**config.mk**
```make
export PLATFORM = sky130hd
export DESIGN_NAME = wb_regfile
export DESIGN_NICKNAME = d
export VERILOG_FILES = /design/src/rtl/wb_regfile.sv
export SDC_FILE = /design/constraint.sdc
export NUM_CORES = 2
export LEC_CHECK = 0
export ABC_AREA = 1
export CAP_MARGIN = 20
export CORE_UTILIZATION = 23
export CTS_CLUSTER_SIZE = 12
export DETAILED_ROUTE_END_ITERATION = 16
export SLEW_MARGIN = 20
export SYNTH_ARGS = -nofsm -noshare
export SYNTH_HDL_FRONTEND = slang
export SYNTH_SLANG_ARGS = --single-unit
```
**constraint.sdc**
```tcl
create_clock -name clk -period 1.88 [get_ports clk]
set_input_delay 0.282 -clock clk [delete_from_list [all_inputs] [get_ports clk]]
set_output_delay 0.282 -clock clk [all_outputs]
set_load 0.02 [all_outputs]
```
**src/rtl/wb_regfile.sv**
```systemverilog
// Write-back stage register file: 32x32 entries, r0 hardwired to zero, two combinational read ports.
// Define WB_BYPASS_EN to forward the same-cycle write-back value onto matching read ports.
module wb_regfile #(
  parameter int CNT_W = 16
) (
  input  logic             clk,
  input  logic             rst,
  input  logic             reg_write,
  input  logic             mem_to_reg,
  input  logic [31:0]      alu_result,
  input  logic [31:0]      data_load,
  input  logic [4:0]       dst,
  input  logic [4:0]       rs_addr,
  input  logic [4:0]       rt_addr,
  output logic [31:0]      rs_data,
  output logic [31:0]      rt_data,
  output logic [31:0]      wb_data,
  output logic [CNT_W-1:0] wb_count
);

  logic [31:0]      r_mem [32];
  logic [CNT_W-1:0] r_wb_count;
  logic             w_commit;
  logic [31:0]      w_rs_data;
  logic [31:0]      w_rt_data;

  assign wb_data  = mem_to_reg ? data_load : alu_result;
  assign w_commit = reg_write && (dst != 5'd0);

  // Entry 0 is never written, so it keeps its reset value of zero.
  always_ff @(posedge clk or negedge rst) begin
    if (!rst) begin
      for (int i = 0; i < 32; i++) begin
        r_mem[i] <= '0;
      end
      r_wb_count <= '0;
    end else if (w_commit) begin
      r_mem[dst] <= wb_data;
      r_wb_count <= r_wb_count + CNT_W'(1);
    end
  end

  always_comb begin
    w_rs_data = (rs_addr == 5'd0) ? 32'd0 : r_mem[rs_addr];
    w_rt_data = (rt_addr == 5'd0) ? 32'd0 : r_mem[rt_addr];
`ifdef WB_BYPASS_EN
    // Forwarding is suppressed in reset so the ports read zero there.
    if (rst && w_commit && (dst == rs_addr)) begin
      w_rs_data = wb_data;
    end
    if (rst && w_commit && (dst == rt_addr)) begin
      w_rt_data = wb_data;
    end
`endif
  end

  assign rs_data  = w_rs_data;
  assign rt_data  = w_rt_data;
  assign wb_count = r_wb_count;

endmodule

```
; Word-level counts from Yosys, hierarchy flattened
; Index checks and enable logic that the tools add are counted.
[totals]
output_inout_bits = 112
register_bits = 1040
word_cells = 58
input_bits = 83
[classes]
addsub = 1
n_lt_le_gt_ge = 4
n_mux = 12
n_reduce_logical = 5
bitwise_logic = 3
[ops]
columns = op, n
row1 = $bwmux W1024, 1
row2 = $bmux W32 S5, 2
row3 = $mux W32, 8
row4 = $demux W32 S5, 1
row5 = $ge A6 B6 Y1 const B, 3
row6 = $not A5 Y6, 3
row7 = $add A16 B1 Y16 const B, 1
row8 = $logic_not A5 Y1, 2
row9 = $lt A6 B1 Y1 const B, 1
row10 = $reduce_bool A5 Y1, 1
row11 = $logic_and A1 B1 Y1, 2

; Depth between registers and ports, before layout
[logic_depth]
word_depth = 6
mapped_depth = 12
mapped_depth_nobuf = 10

; Least setup slack after synthesis
; OpenSTA, ideal clock, no wires.
[synth_timing]
kind = input to output
start = input port rt_addr[0]
end = output port rt_data[4]
path_buffers = 3
path_slack_ns = -0.018
arrival_time_ns = 1.616
stages = 11
required_ns = 1.598
path_cell_list = buf_2 -> buf_2 -> clkbuf_1 -> nand2_1 -> nand3_1 -> nand3_1 -> nand2_1 -> nand2_1 -> nand3_1 -> nand2_1 -> nor2_1
[synth_between]
elab_chain_len = 5
elab_cells_between_ends = 6
classes_between = mux: 4 / bitwise: 1 / reduce/logical: 1
[synth_rtl]
columns = item, line
row1 = "start, declared", 14  ; input logic [4:0] rt_addr,
row2 = $not A5 Y6 (not written as such), 45  ; w_rt_data = (rt_addr == 5'd0) ? 32'd0 : r_mem[rt_addr];
row3 = $bmux W32 S5, 45
row4 = $mux W32 (not written as such) (2 in a row), 45
row5 = $mux W32 (*), 45
row6 = "end, declared", 16  ; output logic [31:0] rt_data,
; Mark *: on every way between the ends. The rest lies on a longest branch, timed or not. The select of a mux whose other input is x is not followed.

; Final worst setup path
[layout_timing]
start = register r_mem[724] (netlist name)
end = output port rs_data[20]
[layout_between]
elab_chain_len = 4
[layout_rtl]
columns = item, line
row1 = "start, declared", 21  ; logic [31:0] r_mem [32];
row2 = "start signal, assigned by index", 38  ; r_mem[dst] <= wb_data;
row3 = $bmux W32 S5, 44  ; w_rs_data = (rs_addr == 5'd0) ? 32'd0 : r_mem[rs_addr];
row4 = $mux W32 (not written as such) (2 in a row), 44
row5 = $mux W32, 44
row6 = "end, declared", 15  ; output logic [31:0] rs_data,
; No other way between the ends. The select of a mux whose other input is x is not followed.

==> run_results.csv <==
group,metric,value,unit
outcome,status,"finished with violations",
outcome,violations,"negative setup slack",
grt,grt_overflow,0,
logic_synthesis,syn_inst,8605,
clock_tree,htreeDepth,3,
grt,grt_pass1_vias,58984,
worst_hold_path,hold_class,"primary input to asynchronous set/reset pin",
logic_synthesis,synth_top_area_cell,"dfrtp_1",
timing,final_max_slew_viol_count,0,
clock_tree,clkTransAtPathRegs,60,ps
logic_synthesis,synth_cell_type_count,24,
finish,fillers,26874,
clock_tree,clock_latency,750,ps
placed_design,place.port_buffers,194,
placed_design,place_hpwl,187000,um
logic_synthesis,yosysMostFrequentCell,"nand2_1",
critical_path,ff2ff_setup_slack,90,ps
logic_synthesis,syn_avg_cell_area,6.86,sq um
route,vias,63175,
logic_synthesis,netlist.area_leader.share,44.1,%
finish,drive_gt1_share,21.9,%
route,drt_iter0_drc,6916,
placed_design,gp_congestion,0.927,
power,p_int,50.2,mW
power,p_switching,26.0,mW
route,via_per_inst,4.93,
power,clkPwrFrac,29.2,%
finish,final_util,31.9,%
route,wire_per_inst,21.2,um
floorplan,die_x,508,um
clock_tree,cts_tree,"built",
critical_path,required,1600,ps
timing,setup_viol_count_final,64,
critical_path,rr_endpoint,"r_mem[902]$_DFFE_PN0P_",
clock_tree,root_buffer,"clkbuf_16",
grt,grtUsageTotal,20.4,%
floorplan,die_area,0.259,sq mm
critical_path,crit_end,"rs_data[20]",
timing,fmax,401,MHz
critical_path,worst-path-max-fanout,2,
timing,rsz0062_at_grt,"true",
timing,fin_tns_setup,-29640,ps
power,leakage,37.6,nW
timing,min_period_over_period,133,%
logic_synthesis,syn_nets,8689,
critical_path,crit_type,"flip-flop to output port",
route,postRouteAntennaNets,0,
power,combPwrFrac,30.1,%
critical_path,startpoint,"r_mem[724]$_DFFE_PN0P_",
logic_synthesis,yosysSeqAreaShare,44.1,%
grt,antenna_found_initial,5,
critical_path,worst_r2r_startpoint,"r_mem[902]$_DFFE_PN0P_",
floorplan,ioPinCount,195,
logic_synthesis,synth-edff-count,0,
timing,slew_headroom,59.0,%
logic_synthesis,synthTopCellsByArea,"dfrtp_1, nand2_1, nand3_1",
timing,period_needed,2490,ps
clock_tree,ctsLongestPathBuffers,3,
logic_synthesis,syn_area,0.0590,sq mm
floorplan,row_count,185,
finish,fin_nets,9457,
grt,grt_max_degree,60,
placed_design,post_dp_cell_area,0.0738,sq mm
grt,grt_pass1_wl,397000,um
logic_synthesis,yosys_warnings,0,
critical_path,critPathLaunchType,"flip-flop",
power,ir_drop,749,uV
logic_synthesis,synth_common_cells,"nand2_1, dfrtp_1, nand3_1",
route,remaining_drc_errors,0,
floorplan,die_h,508,um
clock_tree,clock_sinks,1040,
route,firstDrtPassIters,8,
power,p_sw_share,34.1,%
finish,area_growth,37.7,%
logic_synthesis,async_flop_share,100,%
timing,fin_ws,-615,ps
route,routed_wl,272000,um
logic_synthesis,synth-seq-cells,1040,
floorplan,start_util,23.2,%
placed_design,dp_slack,-909,ps
clock_tree,cts_made_buffers,109,
timing,skew,1.33,ps
power,powerDensity,938,mW/mm^2
finish,final_area,0.0812,sq mm
timing,tightest_slew,614,ps
timing,hold_viol,0,
critical_path,r2r_cells,13,
logic_synthesis,synth_ff_type,"dfrtp_1",
critical_path,endpoint_kind,"output port",
power,finalPower,76.2,mW
floorplan,coreArea,0.255,sq mm
power,power_frac_seq,40.6,%
run,max_cap_viol_count,0,
critical_path,arrival,2210,ps
## area by class of cell
| class | count | area [sq um] | area share (%) |
|---|---|---|---|
| Multi-Input combinational cell | 6234 | 29800 | 36.7 |
| Sequential cell | 1040 | 26000 | 32.0 |
| Tap cell | 3366 | 4210 | 5.18 |
| Clock buffer | 169 | 3300 | 4.06 |
| Timing Repair Buffer | 1389 | 15300 | 18.9 |
| Inverter | 599 | 2290 | 2.82 |
| Antenna cell | 1 | 2.50 | 0.00308 |
| Clock inverter | 25 | 234 | 0.288 |
## flip-flops by register name, indices dropped and copies added (netlist names)
register / cells
wb_count: 16
r_mem: 1024
## metal layers
| metal | up-vias | routed length [um] | global-route usage, % |
|---|---|---|---|
| li1 | 29321 | - | - |
| met1 | 30142 | 111000 | 26.3 |
| met2 | 3044 | 122000 | 32.7 |
| met3 | 668 | 21300 | 2.50 |
| met4 | 0 | 17700 | 12.0 |
| met5 | - | 0 | 0 |
## repair_timing
action                                  CTS  global route
cloned                                    4             8
gates resized for setup                 595           493
endpoints found under the hold margin   357             0
buffers inserted                         82            72
endpoints found under the setup margin   88            66
pin swaps                               277           340
hold buffers                              1             0
## how the worst min path moves through the flow
stage / from / to / slack, ps / cells after the start
floorplan: rst / r_mem[0]$_DFFE_PN0P_ / -10 / 0
global placement: rst / r_mem[933]$_DFFE_PN0P_ / 200 / 1
detailed placement: rst / r_mem[933]$_DFFE_PN0P_ / 200 / 1
CTS: rst / r_mem[386]$_DFFE_PN0P_ / 100 / 2
global route: rst / r_mem[386]$_DFFE_PN0P_ / 160 / 2
finish: rst / r_mem[933]$_DFFE_PN0P_ / 80 / 2
## cell usage in the layout (no fill, tap or decap), types with 12 or more instances in the layout
cell	n
clkbuf_1	28
nand3_1	860
nor2_1	498
inv_1	535
a21oi_1	510
o21ai_0	694
dfrtp_1	1040
buf_6	142
buf_8	12
clkbuf_8	30
buf_12	290
a21oi_2	64
nand2_1	2712
nand3_2	141
o21ai_1	108
buf_4	824
nand2_2	126
dlygate4sd2_1	22
nor2_4	94
nor2_2	115
inv_2	54
clkinv_2	17
o211ai_1	275
clkbuf_16	119
clkdlybuf4s50_1	70
## stage by stage
step,hold WS (ps),std cells
3_5_place_dp,198,12498
6_report,83.6,12823
5_1_grt,158,12822
4_1_cts,99.2,12759
2_1_floorplan,-13.6,8605
3_3_place_gp,204,12498
## worst max-delay path, stage by stage, from the launching register on
cell and delay [ps]:
dfrtp_1 370, inv_1 80, a21oi_2 100, o21ai_0 80, nand2_1 70, nor2_2 50
nor2_4 140, nor2_4 60, nor2_4 300, buf_6 170
## power groups by stage
stage	sequential, mW	combinational, mW	clock (mW)
global route	31.5	25.4	23.3
detailed placement	31.0	20.4	0
finish	31.0	23.0	22.3
CTS	30.7	21.6	22.5
global placement	31.0	20.1	0
floorplan	30.4	11.3	0
## cells by family (layout without fill, tap and decap cells)
group                      Yosys count  count (layout)  share of synthesized area (%)
DFF                               1040            1040                           44.1
and+or+nand+nor                   4566            4566                           31.3
buffers and inverters             1331            2182                           9.16
xor gates and xnor gates            12              12                          0.178
adders and majority gates            1               1                         0.0212
AOI/OAI and AO/OA                 1655            1655                           15.2
other                                0               1                              0
Power figures use the tool's default switching activity.
